===== src/rtl/mem_port_arbiter.sv =====
// Single-port memory arbiter shared by instruction fetch and load/store.
// Data has fixed priority over IF; a halt request drains the in-flight access before stopping.

module mem_port_arbiter_chk #(
  parameter int MEM_LAT = 2
) (
  input logic clk,
  input logic reset,
  input logic mem_en
);
  logic mem_en_q_r;

  // Delayed copy of the strobe for the back-to-back check.
  always_ff @(posedge clk) begin
    if (reset) begin
      mem_en_q_r <= 1'b0;
    end else begin
      mem_en_q_r <= mem_en;
    end
  end

  // Latency must fit the 4-bit wait counter; strobes are always separated.
  always @(posedge clk) begin
    if (!reset) begin
      lat_ok: assert (MEM_LAT >= 1 && MEM_LAT <= 15)
        else $error("mem_port_arbiter: MEM_LAT %0d outside 1..15", MEM_LAT);
      strobe_ok: assert (!(mem_en && mem_en_q_r))
        else $error("mem_port_arbiter: mem_en high on consecutive cycles");
    end
  end
endmodule

module mem_port_arbiter #(
  parameter int ADDR_W  = 32,
  parameter int DATA_W  = 32,
  parameter int MEM_LAT = 2
) (
  input  logic              clk,
  input  logic              reset,
  input  logic              if_req,
  input  logic [ADDR_W-1:0] if_addr,
  output logic [DATA_W-1:0] if_rdata,
  output logic              if_done,
  output logic              if_stall,
  input  logic              d_read,
  input  logic              d_write,
  input  logic [ADDR_W-1:0] d_addr,
  input  logic [DATA_W-1:0] d_wdata,
  output logic [DATA_W-1:0] d_rdata,
  output logic              d_done,
  output logic              d_stall,
  input  logic              halt_req,
  output logic              halted,
  output logic              mem_en,
  output logic              mem_we,
  output logic [ADDR_W-1:0] mem_addr,
  output logic [DATA_W-1:0] mem_wdata,
  input  logic [DATA_W-1:0] mem_rdata
);
  localparam logic [3:0] LAT_LOAD = 4'(MEM_LAT - 1);

  typedef enum logic [2:0] {
    S_IDLE   = 3'd0,
    S_ISSUE  = 3'd1,
    S_WAIT   = 3'd2,
    S_DONE   = 3'd3,
    S_HALTED = 3'd4
  } state_t;

  state_t            state_r, state_next_s;
  logic [3:0]        cnt_r;
  logic              gnt_d_r, we_r, halt_pend_r;
  logic              mem_en_r, mem_we_r, if_done_r, d_done_r, halted_r;
  logic [ADDR_W-1:0] mem_addr_r;
  logic [DATA_W-1:0] mem_wdata_r, if_rdata_r, d_rdata_r;
  logic              d_req_s, grant_s, rd_last_s;

  assign d_req_s   = d_read | d_write;
  // ISSUE is only ever entered from IDLE, so this marks the grant cycle.
  assign grant_s   = (state_next_s == S_ISSUE);
  assign rd_last_s = (state_r == S_WAIT) && (cnt_r == 4'd0);

  // Next-state selection for the access sequencer.
  always_comb begin
    state_next_s = state_r;
    case (state_r)
      S_IDLE: begin
        if (halt_req) begin
          state_next_s = S_HALTED;
        end else if (d_req_s || if_req) begin
          state_next_s = S_ISSUE;
        end else begin
          state_next_s = S_IDLE;
        end
      end
      S_ISSUE:  state_next_s = S_WAIT;
      S_WAIT: begin
        if (cnt_r == 4'd0) begin
          state_next_s = S_DONE;
        end else begin
          state_next_s = S_WAIT;
        end
      end
      S_DONE: begin
        if (halt_pend_r || halt_req) begin
          state_next_s = S_HALTED;
        end else begin
          state_next_s = S_IDLE;
        end
      end
      S_HALTED: state_next_s = S_HALTED;
      default:  state_next_s = S_IDLE;
    endcase
  end

  // State, request capture, wait counter and registered outputs.
  always_ff @(posedge clk) begin
    if (reset) begin
      state_r     <= S_IDLE;
      cnt_r       <= 4'd0;
      gnt_d_r     <= 1'b0;
      we_r        <= 1'b0;
      halt_pend_r <= 1'b0;
      mem_en_r    <= 1'b0;
      mem_we_r    <= 1'b0;
      if_done_r   <= 1'b0;
      d_done_r    <= 1'b0;
      halted_r    <= 1'b0;
      mem_addr_r  <= '0;
      mem_wdata_r <= '0;
      if_rdata_r  <= '0;
      d_rdata_r   <= '0;
    end else begin
      state_r   <= state_next_s;
      mem_en_r  <= grant_s;
      mem_we_r  <= grant_s & d_req_s & d_write;
      if_done_r <= rd_last_s & ~gnt_d_r;
      d_done_r  <= rd_last_s & gnt_d_r;
      halted_r  <= (state_next_s == S_HALTED);

      if (grant_s) begin
        gnt_d_r    <= d_req_s;
        we_r       <= d_req_s & d_write;
        mem_addr_r <= d_req_s ? d_addr : if_addr;
        if (d_req_s) begin
          mem_wdata_r <= d_wdata;
        end
      end

      if (state_r == S_ISSUE) begin
        cnt_r <= LAT_LOAD;
      end else if ((state_r == S_WAIT) && (cnt_r != 4'd0)) begin
        cnt_r <= cnt_r - 4'd1;
      end

      // Writes share the timing but never disturb the read-data registers.
      if (rd_last_s && !we_r) begin
        if (gnt_d_r) begin
          d_rdata_r <= mem_rdata;
        end else begin
          if_rdata_r <= mem_rdata;
        end
      end

      if ((state_r != S_IDLE) && halt_req) begin
        halt_pend_r <= 1'b1;
      end
    end
  end

  assign if_stall  = if_req & ~if_done_r;
  assign d_stall   = d_req_s & ~d_done_r;
  assign if_done   = if_done_r;
  assign d_done    = d_done_r;
  assign if_rdata  = if_rdata_r;
  assign d_rdata   = d_rdata_r;
  assign halted    = halted_r;
  assign mem_en    = mem_en_r;
  assign mem_we    = mem_we_r;
  assign mem_addr  = mem_addr_r;
  assign mem_wdata = mem_wdata_r;

  mem_port_arbiter_chk #(.MEM_LAT(MEM_LAT)) u_chk (
    .clk    (clk),
    .reset  (reset),
    .mem_en (mem_en_r)
  );
endmodule


===== config.mk =====
export PLATFORM = sky130hd
export DESIGN_NAME = mem_port_arbiter
export DESIGN_NICKNAME = d
export VERILOG_FILES = /design/src/rtl/mem_port_arbiter.sv
export SDC_FILE = /design/constraint.sdc
export NUM_CORES = 1
export LEC_CHECK = 0
export CAP_MARGIN = 40
export CELL_PAD_IN_SITES_DETAIL_PLACEMENT = 1
export CELL_PAD_IN_SITES_GLOBAL_PLACEMENT = 2
export CORE_ASPECT_RATIO = 0.6
export CORE_MARGIN = 2
export CORE_UTILIZATION = 23
export CTS_CLUSTER_DIAMETER = 50
export DETAILED_ROUTE_END_ITERATION = 6
export GPL_TIMING_DRIVEN = 0
export PLACE_DENSITY_LB_ADDON = 0.3
export SYNTH_ARGS = -nofsm -noshare
export SYNTH_HDL_FRONTEND = slang
export SYNTH_HIERARCHICAL = 1
export SYNTH_SLANG_ARGS = --single-unit

===== constraint.sdc =====
create_clock -name clk -period 2.4 [get_ports clk]
set_input_delay 0.48 -clock clk [delete_from_list [all_inputs] [get_ports clk]]
set_output_delay 0.48 -clock clk [all_outputs]
set_load 0.01 [all_outputs]

==> flow_summary.json <==
{
  "status": "complete, no violations",
  "cp.required_ns": 2.69,
  "rows": 45,
  "fp.dieH_um": 128.6,
  "slew_viol_final": 0,
  "area_growth_pct": 63.05,
  "clk_path_buf_depth": 2,
  "leakage_nw": 3.595,
  "die_area_um2": 27240,
  "slew_headroom_pct": 58.21,
  "antenna_left": 0,
  "wire_per_inst_um": 18.45,
  "routed_via_density": 4.493,
  "start_util_pct": 23.51,
  "fin_crit_sh_pct": 94.28,
  "ys.flop_type": "dfxtp_1",
  "insertedDiodeCount": 0,
  "critPathCaptureType": "flop",
  "post-route-util_pct": 38.33,
  "crit_path_start_kind": "input port",
  "drive_gt1_share_pct": 6.105,
  "drt-total-wl_um": 23600,
  "grt_pass1_vias": 6105,
  "yosysTopAreaCell": "dfxtp_1",
  "fmax_ghz": 0.4420,
  "synth.top_cell.area_share_pct": 48.07,
  "regArea_um2": 2863,
  "dieWidth_um": 211.7,
  "min_path_type": "input port to flop",
  "fin_ws_ns": 0.1373,
  "coreArea_um2": 25340,
  "drv_cap": 0,
  "fillerInstances": 2920,
  "syn_area_um2": 5956,
  "clock-sinks": 143,
  "worstSkewPairLatency_ns": 0.44,
  "clock_skew_ns": 0.006065,
  "cts_tree": "yes",
  "peakVddDrop_uv": 451.7,
  "worstRegToRegCells": 6,
  "syn_nets": 785,
  "critPathMaxFanout": 10,
  "synth_area_leaders": "dfxtp_1 48%, mux2i_1 11%, nand2b_1 10%, a21oi_1 5.7%, a311oi_1 4.7%",
  "path_class": "input port to flop",
  "fin_crit_ns": 2.263,
  "rsz0062_at_grt": "no",
  "antenna_found_initial": 0,
  "postSynth.asyncResetShare_pct": 0,
  "hold_buffers": 0,
  "crit_chain": "clkdlybuf4s50_1, or4_1, clkbuf_1, nor2_2, buf_2, a311oi_1",
  "synth.distinct_cells": 38,
  "finalHoldViolCount": 0,
  "multi_input_area_um2": 2806,
  "num_vias": 5746,
  "tightest_slew_ns": 0.6268,
  "setup_viol": 0,
  "top_level_ports": 269,
  "gp_congestion": 0.7310,
  "grt_first_pass_wirelength_um": 36050,
  "pre_cts_ws_ns": -0.7610,
  "drt_iter0_drc": 239,
  "first_pass_iters": 4,
  "hold-path-cell-count": 3,
  "gr-total-overflow": 0,
  "groute.usage.overall_pct": 17.66,
  "ys_warn_count": 6,
  "port_buffers": 267,
  "synth_edf_count": 0,
  "cpPeakStageDelay_ns": 0.57,
  "nets": 1073,
  "clk_pin_slew_ns": 0.06,
  "ys_ff_latch": 143,
  "arrival_ns": 2.55,
  "numCtsBuffers": 17,
  "place.detailed.hpwl_um": 17880,
  "grt_max_degree": 19,
  "route.detailed.drc": 0,
  "synth_cells": 649,
  "power.density_nw_per_um2": 695.9,
  "avgSynthCellArea_um2": 9.177,
  "critPathSlowestCell": "clkdlybuf4s50_1",
  "seq_area_frac_synth_pct": 48.07,
  "h-tree-depth": 4,
  "root_buffer": "clkbuf_16",
  "hold_slack_ns": 0.4571
}
worst max-delay path: cells and delay by family:
family	cells	cell delay [ns]
AOI/OAI and AO/OA	1	0.14
and+or+nand+nor	2	0.80
buffers and inverters	3	1.12
where the power goes:
group	total, mW	internal [mW]	switching (mW)
clock network	2.85	1.78	1.07
registers	2.62	2.53	0.0871
logic	1.29	0.675	0.617
layout by cell type (no fill, tap or decap), drive strengths merged, types with 2 or more instances in the layout:
cell type        n
clkdlybuf4s50  265
dfxtp          143
nand2b          97
a21oi           68
nand2           67
mux2i           64
clkbuf          62
o21ai           37
nand3           32
a311oi          32
buf             25
nor2             9
nor3             6
or3              6
inv              4
clkinvlp         3
bufinv           3
nor3b            3
or4              2
ha               2
dlymetal6s2s     2
stage by stage:
stage | TNS, ns | cell area (um2) | std cells | total power [mW]
after floorplan | 0 | 5956 | 649 | 3.240
after global placement | -16.05 | 9040 | 1245 | 3.955
after detailed placement | -14.72 | 9040 | 1245 | 3.965
after CTS | 0 | 9682 | 1277 | 6.856
after global routing | 0 | 9711 | 1279 | 7.091
final | 0 | 9711 | 1279 | 6.758
layout make-up:
class	count	area share, %
clock buffer	24	5.167
tap	329	4.239
buffer	60	2.989
multi-input combinational	442	28.90
sequential	143	29.48
timing repair buffer	270	27.81
clock inverter	8	1.301
inverter	3	0.1160
cells by family after synthesis:
logic type	count (synthesis)	share of synthesized area, %
AND/OR/NAND/NOR	229	20.92
AO/OA/AOI/OAI	146	14.73
flip-flops	143	48.07
buffers and inverters	64	4.958
multiplexers	64	10.76
adder cells (fa/ha/maj)	2	0.4201
XOR/XNOR	1	0.1471
synth_stat cells, drive strengths merged (2+ instances only):
master,n
a21oi,68
a311oi,32
buf,22
clkbuf,39
dfxtp,143
ha,2
inv,3
mux2i,64
nand2,67
nand2b,97
nand3,32
nor2,9
nor3,6
nor3b,3
o21ai,37
or3,6
or4,2
final timing paths:
check                from            to  slack (ns)
max              halt_req  mem_addr[27]        0.14
min               d_write          we_r        0.46
max reg2reg    state_r[1]  mem_addr[27]        0.22
min reg2reg  if_rdata[30]  if_rdata[30]        0.47
routing by layer:
layer  up-vias  track usage (%)  routed length (um)
met5         -                0                   0
met2       128            26.82               10380
li1       2848                -                   -
met4         0            5.261                 291
met1      2750            23.99               11510
met3        20            5.614                1411
flip-flops by register name (all words and copies together), names as in the netlist:
name	flops
if_done	1
mem_addr	32
d_done	1
state_r	3
cnt_r	4
mem_en	1
gnt_d_r	1
halted	1
d_rdata	32
halt_pend_r	1
mem_wdata	32
if_rdata	32
we_r	1
mem_we	1
timing repair:
action                                  in CTS  in global routing
gates resized for setup                      3                  3
buffers inserted                             1                  2
endpoints found under the setup margin       1                 38
Note: power is estimated with default switching activity, not from simulation.
